## config.mk

```make
export PLATFORM = sky130hd
export DESIGN_NAME = alu_serial
export DESIGN_NICKNAME = d
export VERILOG_FILES = /design/src/rtl/alu_serial.sv
export SDC_FILE = /design/constraint.sdc
export NUM_CORES = 1
export LEC_CHECK = 0
export CAP_MARGIN = 20
export CORE_MARGIN = 1
export CORE_UTILIZATION = 40
export DETAILED_ROUTE_END_ITERATION = 8
export SLEW_MARGIN = 20
export SYNTH_ARGS = -nofsm -noshare
export SYNTH_HDL_FRONTEND = slang
export SYNTH_SLANG_ARGS = --single-unit
```

## constraint.sdc

```tcl
create_clock -name clk -period 8.5 [get_ports clk]
set_clock_uncertainty 0.2 [all_clocks]
set_input_delay 2.55 -clock clk [delete_from_list [all_inputs] [get_ports clk]]
set_output_delay 2.55 -clock clk [all_outputs]
set_load 0.02 [all_outputs]
```

## src/rtl/alu_serial.sv

```systemverilog
// Digit-serial ALU: DIGIT bits per cycle through a registered carry chain,
// valid/ready handshakes on both the operand and the result side.
module alu_serial #(
    parameter int WIDTH = 32,
    parameter int DIGIT = 4
) (
    input  logic             clk,
    input  logic             rst_n,
    input  logic             in_valid,
    output logic             in_ready,
    input  logic [2:0]       op,
    input  logic [WIDTH-1:0] a,
    input  logic [WIDTH-1:0] b,
    input  logic             cin,
    output logic             out_valid,
    input  logic             out_ready,
    output logic [WIDTH-1:0] f,
    output logic             cout,
    output logic             zero,
    output logic             ovf
);

    localparam int N  = WIDTH / DIGIT;
    localparam int CW = (N > 1) ? $clog2(N) : 1;
    localparam int RW = (WIDTH > DIGIT) ? (WIDTH - DIGIT) : 1;

    typedef enum logic [1:0] {
        S_IDLE = 2'd0,
        S_RUN  = 2'd1,
        S_DONE = 2'd2
    } state_t;

    state_t            state_q, state_d;
    logic [WIDTH-1:0]  a_q, a_d;
    logic [WIDTH-1:0]  b_q, b_d;
    logic [2:0]        op_q, op_d;
    logic              carry_q, carry_d;
    logic [CW-1:0]     cnt_q, cnt_d;
    logic [RW-1:0]     res_q, res_d;
    logic [WIDTH-1:0]  f_q, f_d;
    logic              cout_q, cout_d;
    logic              zero_q, zero_d;
    logic              ovf_q, ovf_d;

    logic [DIGIT-1:0]  digit_s;
    logic              carry_out_s;
    logic              c_msb_in_s;
    logic              c_s;
    logic              ea_s;
    logic              eb_s;
    logic [WIDTH-1:0]  res_next_s;
    logic [RW-1:0]     res_shift_s;

    // One digit slice: effective operands, per-bit result and ripple carry.
    // c_msb_in_s ends up as the carry into the top bit of this digit.
    always_comb begin
        c_s        = carry_q;
        digit_s    = '0;
        c_msb_in_s = 1'b0;
        ea_s       = 1'b0;
        eb_s       = 1'b0;
        for (int i = 0; i < DIGIT; i++) begin
            ea_s = a_q[i];
            eb_s = b_q[i];
            case (op_q)
                3'b100:  eb_s = 1'b0;
                3'b110:  eb_s = ~b_q[i];
                3'b111:  ea_s = ~a_q[i];
                default: eb_s = b_q[i];
            endcase
            c_msb_in_s = c_s;
            if (op_q[2]) begin
                digit_s[i] = ea_s ^ eb_s ^ c_s;
                c_s        = (ea_s & eb_s) | (c_s & (ea_s ^ eb_s));
            end else begin
                case (op_q[1:0])
                    2'b00:   digit_s[i] = ea_s & eb_s;
                    2'b01:   digit_s[i] = ea_s | eb_s;
                    2'b10:   digit_s[i] = ea_s ^ eb_s;
                    2'b11:   digit_s[i] = ~(ea_s ^ eb_s);
                    default: digit_s[i] = 1'b0;
                endcase
                c_s = 1'b0;
            end
        end
        carry_out_s = c_s;
    end

    // New digits enter at the top; after N steps the full result is aligned.
    if (DIGIT == WIDTH) begin : g_full
        assign res_next_s = digit_s;
    end else begin : g_part
        assign res_next_s = {digit_s, res_q};
    end
    assign res_shift_s = res_next_s[WIDTH-1 -: RW];

    // Next-state and datapath update for the IDLE/RUN/DONE sequence.
    always_comb begin
        state_d = state_q;
        a_d     = a_q;
        b_d     = b_q;
        op_d    = op_q;
        carry_d = carry_q;
        cnt_d   = cnt_q;
        res_d   = res_q;
        f_d     = f_q;
        cout_d  = cout_q;
        zero_d  = zero_q;
        ovf_d   = ovf_q;
        case (state_q)
            S_IDLE: begin
                if (in_valid) begin
                    a_d     = a;
                    b_d     = b;
                    op_d    = op;
                    carry_d = op[2] ? cin : 1'b0;
                    cnt_d   = '0;
                    res_d   = '0;
                    state_d = S_RUN;
                end else begin
                    state_d = S_IDLE;
                end
            end
            S_RUN: begin
                a_d     = a_q >> DIGIT;
                b_d     = b_q >> DIGIT;
                res_d   = res_shift_s;
                carry_d = carry_out_s;
                cnt_d   = cnt_q + {{(CW-1){1'b0}}, 1'b1};
                if (cnt_q == CW'(N - 1)) begin
                    cnt_d   = '0;
                    f_d     = res_next_s;
                    cout_d  = carry_out_s;
                    zero_d  = (res_next_s == '0);
                    ovf_d   = op_q[2] & (c_msb_in_s ^ carry_out_s);
                    state_d = S_DONE;
                end else begin
                    state_d = S_RUN;
                end
            end
            S_DONE: begin
                if (out_ready) begin
                    state_d = S_IDLE;
                end else begin
                    state_d = S_DONE;
                end
            end
            default: state_d = S_IDLE;
        endcase
    end

    // State and datapath registers; reset discards any operation in flight.
    always_ff @(posedge clk or negedge rst_n) begin
        if (!rst_n) begin
            state_q <= S_IDLE;
            a_q     <= '0;
            b_q     <= '0;
            op_q    <= 3'b000;
            carry_q <= 1'b0;
            cnt_q   <= '0;
            res_q   <= '0;
            f_q     <= '0;
            cout_q  <= 1'b0;
            zero_q  <= 1'b0;
            ovf_q   <= 1'b0;
        end else begin
            state_q <= state_d;
            a_q     <= a_d;
            b_q     <= b_d;
            op_q    <= op_d;
            carry_q <= carry_d;
            cnt_q   <= cnt_d;
            res_q   <= res_d;
            f_q     <= f_d;
            cout_q  <= cout_d;
            zero_q  <= zero_d;
            ovf_q   <= ovf_d;
        end
    end

    assign in_ready  = (state_q == S_IDLE);
    assign out_valid = (state_q == S_DONE);
    assign f         = f_q;
    assign cout      = cout_q;
    assign zero      = zero_q;
    assign ovf       = ovf_q;

endmodule

```

---- Word-level counts from Yosys, hierarchy flattened ----
Cells that the tools add are included.
cells by class
  bitwise gates (word level) .............. 38
  equality and inequality tests ........... 10
  reduce and logical (&&, ||, !) cells .... 7
  muxes and demuxes ....................... 36
  add/subtract/negate cells ............... 1
operators with widths
  cell                                            count
  case mux 32 bit (2 select lines)                2
  2-to-1 mux 32 bit                               2
  case mux 28 bit (2 select lines)                1
  logical NOT 32 bit                              1
  2-to-1 mux 28 bit                               1
  case mux 1 bit (4 select lines)                 4
  2-to-1 mux 1 bit                                15
  == test 3 bit (second input constant)           4
  NOT 1 bit                                       12
  case mux 1 bit (2 select lines)                 5
  bitwise AND 1 bit                               9
  XOR 1 bit                                       9
  bitwise OR 1 bit                                8
  == test 2 bit (second input constant)           3
  2-to-1 mux 3 bit                                2
  case mux 2 bit (3 select lines)                 1
  case mux 3 bit (2 select lines)                 1
  AND reduction 2 bit                             3
  == test 2 x 1 -> 1 bit (second input constant)  2
  logical NOT 2 bit                               2
  2-to-1 mux 2 bit                                2
  adder 3 x 1 -> 3 bit (second input constant)    1
  inequality test 2 bit (second input constant)   1
  nonzero test 2 bit                              1
storage, ports and cells
  bits of input ports ..................... 72
  logic and storage cells ................. 103
  output and inout port bits .............. 37
  flip-flop bits (word level) ............. 136

---- Logic depth before layout (Yosys ltp) ----
  depth after elaboration ................. 17
  gate-level depth with buffers ........... 14
  mapped depth without buffers ............ 13

---- Least setup slack after synthesis ----
No wires, ideal clock.
  kind .................................... flip-flop to flip-flop
  start ................................... reg op_q[0]
  end ..................................... reg zero_q (netlist: zero)
  library setup time ...................... 0.120 ns
  buffers on the path ..................... 1
  path slack .............................. 4.952 ns
  required time ........................... 8.180 ns
  data arrival time ....................... 3.228 ns
  period minus slack after synthesis ...... 3.548 ns
  cell stages (with the launch flop) ...... 14
  cell sequence ........................... dfrtp_1 clkbuf_1 nand3_1 xnor2_1 inv_1 fa_1 nor2_1 fa_1 and2_1 fa_1 nand2_1 fa_1 a221o_1 a41o_1
between the ends
  word-level cells in the longest chain between the ends .. 15
  elaborated cells on any way between the ends .. 53
  those cells by class .................... eq/ne (6); mux (19); bitwise (26); reduce/logical (2)
ends and longest elaborated chain
  item                                                                 RTL line  text
  from (decl)                                                          36        logic [2:0] op_q, op_d;
  from (signal assigned)                                               170       op_q <= op_d;
  == test 3 bit                                                        65        case (op_q)
  case mux 1 bit (2 select lines) or 2-to-1 mux 1 bit (tied branches)  65
  XOR 1 bit                                                            n/a
  bitwise AND 1 bit                                                    74        c_s = (ea_s & eb_s) | (c_s & (ea_s ^ eb_s));
  bitwise OR 1 bit                                                     74
  2-to-1 mux 1 bit                                                     72        if (op_q[2]) begin
  bitwise AND 1 bit                                                    74
  bitwise OR 1 bit                                                     74
  2-to-1 mux 1 bit                                                     72
  bitwise AND 1 bit                                                    74
  bitwise OR 1 bit                                                     74
  2-to-1 mux 1 bit                                                     72
  XOR 1 bit                                                            73        digit_s[i] = ea_s ^ eb_s ^ c_s;
  2-to-1 mux 1 bit                                                     72
  logical NOT 32 bit (*)                                               134       zero_d = (res_next_s == '0);
  to (signal assigned)                                                 176       zero_q <= zero_d;
  to (decl)                                                            42        logic zero_q, zero_d;
Mark *: on every way between the ends. The rest lies on a longest branch, timed or not.
A chain may end at the register's enable or synchronous reset.

---- Worst setup path after layout ----
  start ................................... reg state_q[0]
  end ..................................... out out_valid
between the ends
  word-level cells in the longest chain between the ends .. 1
ends and longest elaborated chain
  item                    RTL line  text
  from (decl)             33        state_t state_q, state_d;
  from (signal assigned)  167       state_q <= state_d;
  == test 2 bit           182       assign out_valid = (state_q == S_DONE);
  to (decl)               15        output logic out_valid,
Every way passes these cells.

==> run_results.csv <==
group,metric,value,unit
power_and_ir_drop,leakagePower,3.55,nW
run,drv_cap,0,
timing,finalMaxSlewViolations,0,
status,status,"finished, final reports clean",
timing,setup_viol,0,
timing,max_slew_margin,0.281,
synthesis,ys_top_cells_by_count,"nand2_1, dfrtp_1, nor2_1, a31oi_1, o21ai_0",
timing,max_freq,0.225,GHz
synthesis,netlist_instances,657,
drt,avgViaCountPerCell,5.20,
synthesis,yosysWarnings,0,
synthesis,ys.flop_type,"dfrtp_1",
setup_path,crit_chain,"nand2b_1 > inv_1 > clkdlybuf4s50_1",
setup_path,cp_max_fo,4,
cells_and_area,nFillCells,1424,
die,start_util,0.410,
setup_path,slowest_stage,"clkdlybuf4s50_1",
setup_path,crit_buf_inv,2,
setup_path,start_kind,"flip-flop",
power_and_ir_drop,ir_drop,0.000166,V
placed_design,gp_congestion,0.787,
clock_tree,clkSlewWorstSetupHoldPaths,0.06,ns
grt,overflow,0,
grt,grt_usage,0.182,
setup_path,worstPathRequired,5.75,ns
clock_tree,hold_buffers,0,
timing,worst_slew_pin_slew,1.07,ns
power_and_ir_drop,switchingPower,0.00120,W
setup_path,end_kind,"output port",
placed_design,portBuffers,108,
drt,drc_errors,0,
power_and_ir_drop,switching_share,0.378,
grt,grt_pass1_vias,4699,
synthesis,ys_async_sr_fraction,1.00,
synthesis,synth_top_area_cell,"dfrtp_1",
drt,wl,13.5,mm
grt,grt_pass1_wl,22.9,mm
die,rows,45,
synthesis,yosysSeqAreaShare,0.548,
grt,grt_max_degree,96,
clock_tree,cts_buffer_depth,2,
power_and_ir_drop,comb_power_share,0.398,
setup_path,max_stage_delay,0.60,ns
clock_tree,root_buffer,"clkbuf_16",
synthesis,synth_nets,743,
clock_tree,cts_max_level,4,
synthesis,synth_cell_type_count,34,
timing,setup_tns,0,ns
cells_and_area,drive_gt1_frac,0.0915,
clock_tree,cts_setup_buffers,0,
drt,wl_per_cell,14.4,µm
synthesis,ys_top_cells_by_area,"dfrtp_1, nand2_1, a31oi_1",
die,die_h,127,µm
timing,hold_viol_final,0,
placed_design,dpl.hpwl,8.66,mm
synthesis,synth_top_area_frac,0.548,
worst_hold_path,hold_path.class,"flip-flop to flip-flop",
drt,drtIter0Drc,315,
drt,final_antenna_net_count,0,
cells_and_area,syn_to_final_growth,27.6,%
setup_path,path_delay_family,"buffers and inverters",
timing,min_period,4.45,ns
clock_tree,cts_tree,"built",
die,die_area,16000,µm²
synthesis,ys_seq_elements,136,
setup_path,path_class,"flip-flop to output port",
power_and_ir_drop,p_total,0.00316,W
cells_and_area,fin_nets,828,
power_and_ir_drop,seq_power_share,0.365,
synthesis,avgSynthCellArea,9.45,µm²
drt,drtPass1Iterations,5,
cells_and_area,diodes,0,
timing,rsz0062_at_grt,"false",
power_and_ir_drop,power_density,400,nW/µm²
setup_path,crit_arrival,1.70,ns
die,core,15100,µm²
clock_tree,cts_buffers,17,
power_and_ir_drop,clock_power_share,0.237,
die,io_pins,109,
timing,finalCritPeriodShare,0.523,
clock_tree,clock_sinks,136,
clock_tree,clock_latency,0.42,ns
power_and_ir_drop,cell_internal_pwr,0.00197,W
die,die_x,127,µm
synthesis,synth_edf_count,0,
synthesis,syn-cell-area,6210,µm²
synthesis,synth_most_common_cell,"nand2_1",
grt,antenna_found_initial,0,
clock_tree,cts.repair.resized,0,
drt,vias,4896,
[per-layer routing]
layer  routed length, µm  GRT usage  up-vias
met5                   0          0        -
met4                 276     0.0843        0
met3                 598     0.0472       21
met2                6370      0.278      138
met1                6290      0.243     2364
li1                    -          -     2373
[tightest hold or removal path, cell delays in order, from the launching register on]
cell and delay [ns]:
dfrtp_1 0.34, nand2_1 0.04, o21ai_0 0.06
[through the flow]
step	worst slack, ns	cells	utilization	hold slack [ns]	cell area, µm²
final	4.05	942	0.523	0.281	7920
after global routing	4.01	942	0.523	0.320	7920
after CTS	4.03	942	0.523	0.287	7920
after detailed placement	3.93	911	0.483	0.275	7320
after global placement	3.98	911	0.483	0.273	7320
after floorplan	4.95	657	-	0.262	6210
[cell usage in the layout, fill, tap and decap left out, types with 4 or more instances in the layout]
cell,Yosys,routed
fa_1,4,4
nand2_1,201,200
clkbuf_16,0,17
nor4_1,7,7
a31oi_1,56,56
nor2_1,59,59
nand3_1,17,17
mux2_2,30,30
nand2b_1,5,4
o21ai_0,41,41
inv_1,11,11
ha_1,10,10
clkdlybuf4s50_1,0,107
buf_4,4,4
mux2i_1,9,9
dfrtp_1,136,136
[registers in the layout, summed over array words and instances (netlist names)]
register	cells
cout	1
op_q	3
zero	1
a_q	32
state_q	2
cnt_q	3
carry_q	1
ovf	1
f	32
res_q	28
b_q	32
[final cells by class]
type,instances,area [µm²],area share
Clock inverter,8,120,0.0152
Tap cell,188,235,0.0297
Multi-Input combinational cell,464,2530,0.319
Clock buffer,23,478,0.0604
Timing Repair Buffer,112,1110,0.140
Inverter,11,41.3,0.00521
Sequential cell,136,3400,0.430
[final timing paths]
path	from	end	slack (ns)	cells past startpoint
setup / recovery	state_q[0]$_DFF_PN0_	out_valid	4.05	3
hold / removal	f[29]$_DFFE_PN0P_	f[29]$_DFFE_PN0P_	0.28	2
setup reg to reg	op_q[1]$_DFFE_PN0P_	zero$_DFFE_PN0P_	4.62	12
hold reg to reg	f[29]$_DFFE_PN0P_	f[29]$_DFFE_PN0P_	0.28	2
max in group asynchronous	rst_n	a_q[13]$_DFFE_PN0P_	4.90	2
min in group asynchronous	rst_n	f[6]$_DFFE_PN0P_	1.95	1
[power by group through the flow]
stage	Combinational (W)	Sequential (W)	Clock, W
floorplan	0.000869	0.00117	0
finish	0.00126	0.00116	0.000750
detailed placement	0.00127	0.00116	0
global placement	0.00122	0.00115	0
global route	0.00142	0.00120	0.000794
CTS	0.00128	0.00116	0.000765
[cells by family after synthesis]
group	count (synthesis)	synth area share
AOI/OAI and AO/OA	106	0.101
buffers and inverters	57	0.0464
xor gates and xnor gates	5	0.00706
muxes	39	0.0690
and+or+nand+nor	300	0.195
DFF	136	0.548
adders and majority gates	14	0.0331
(Power assumes the default switching activity.)
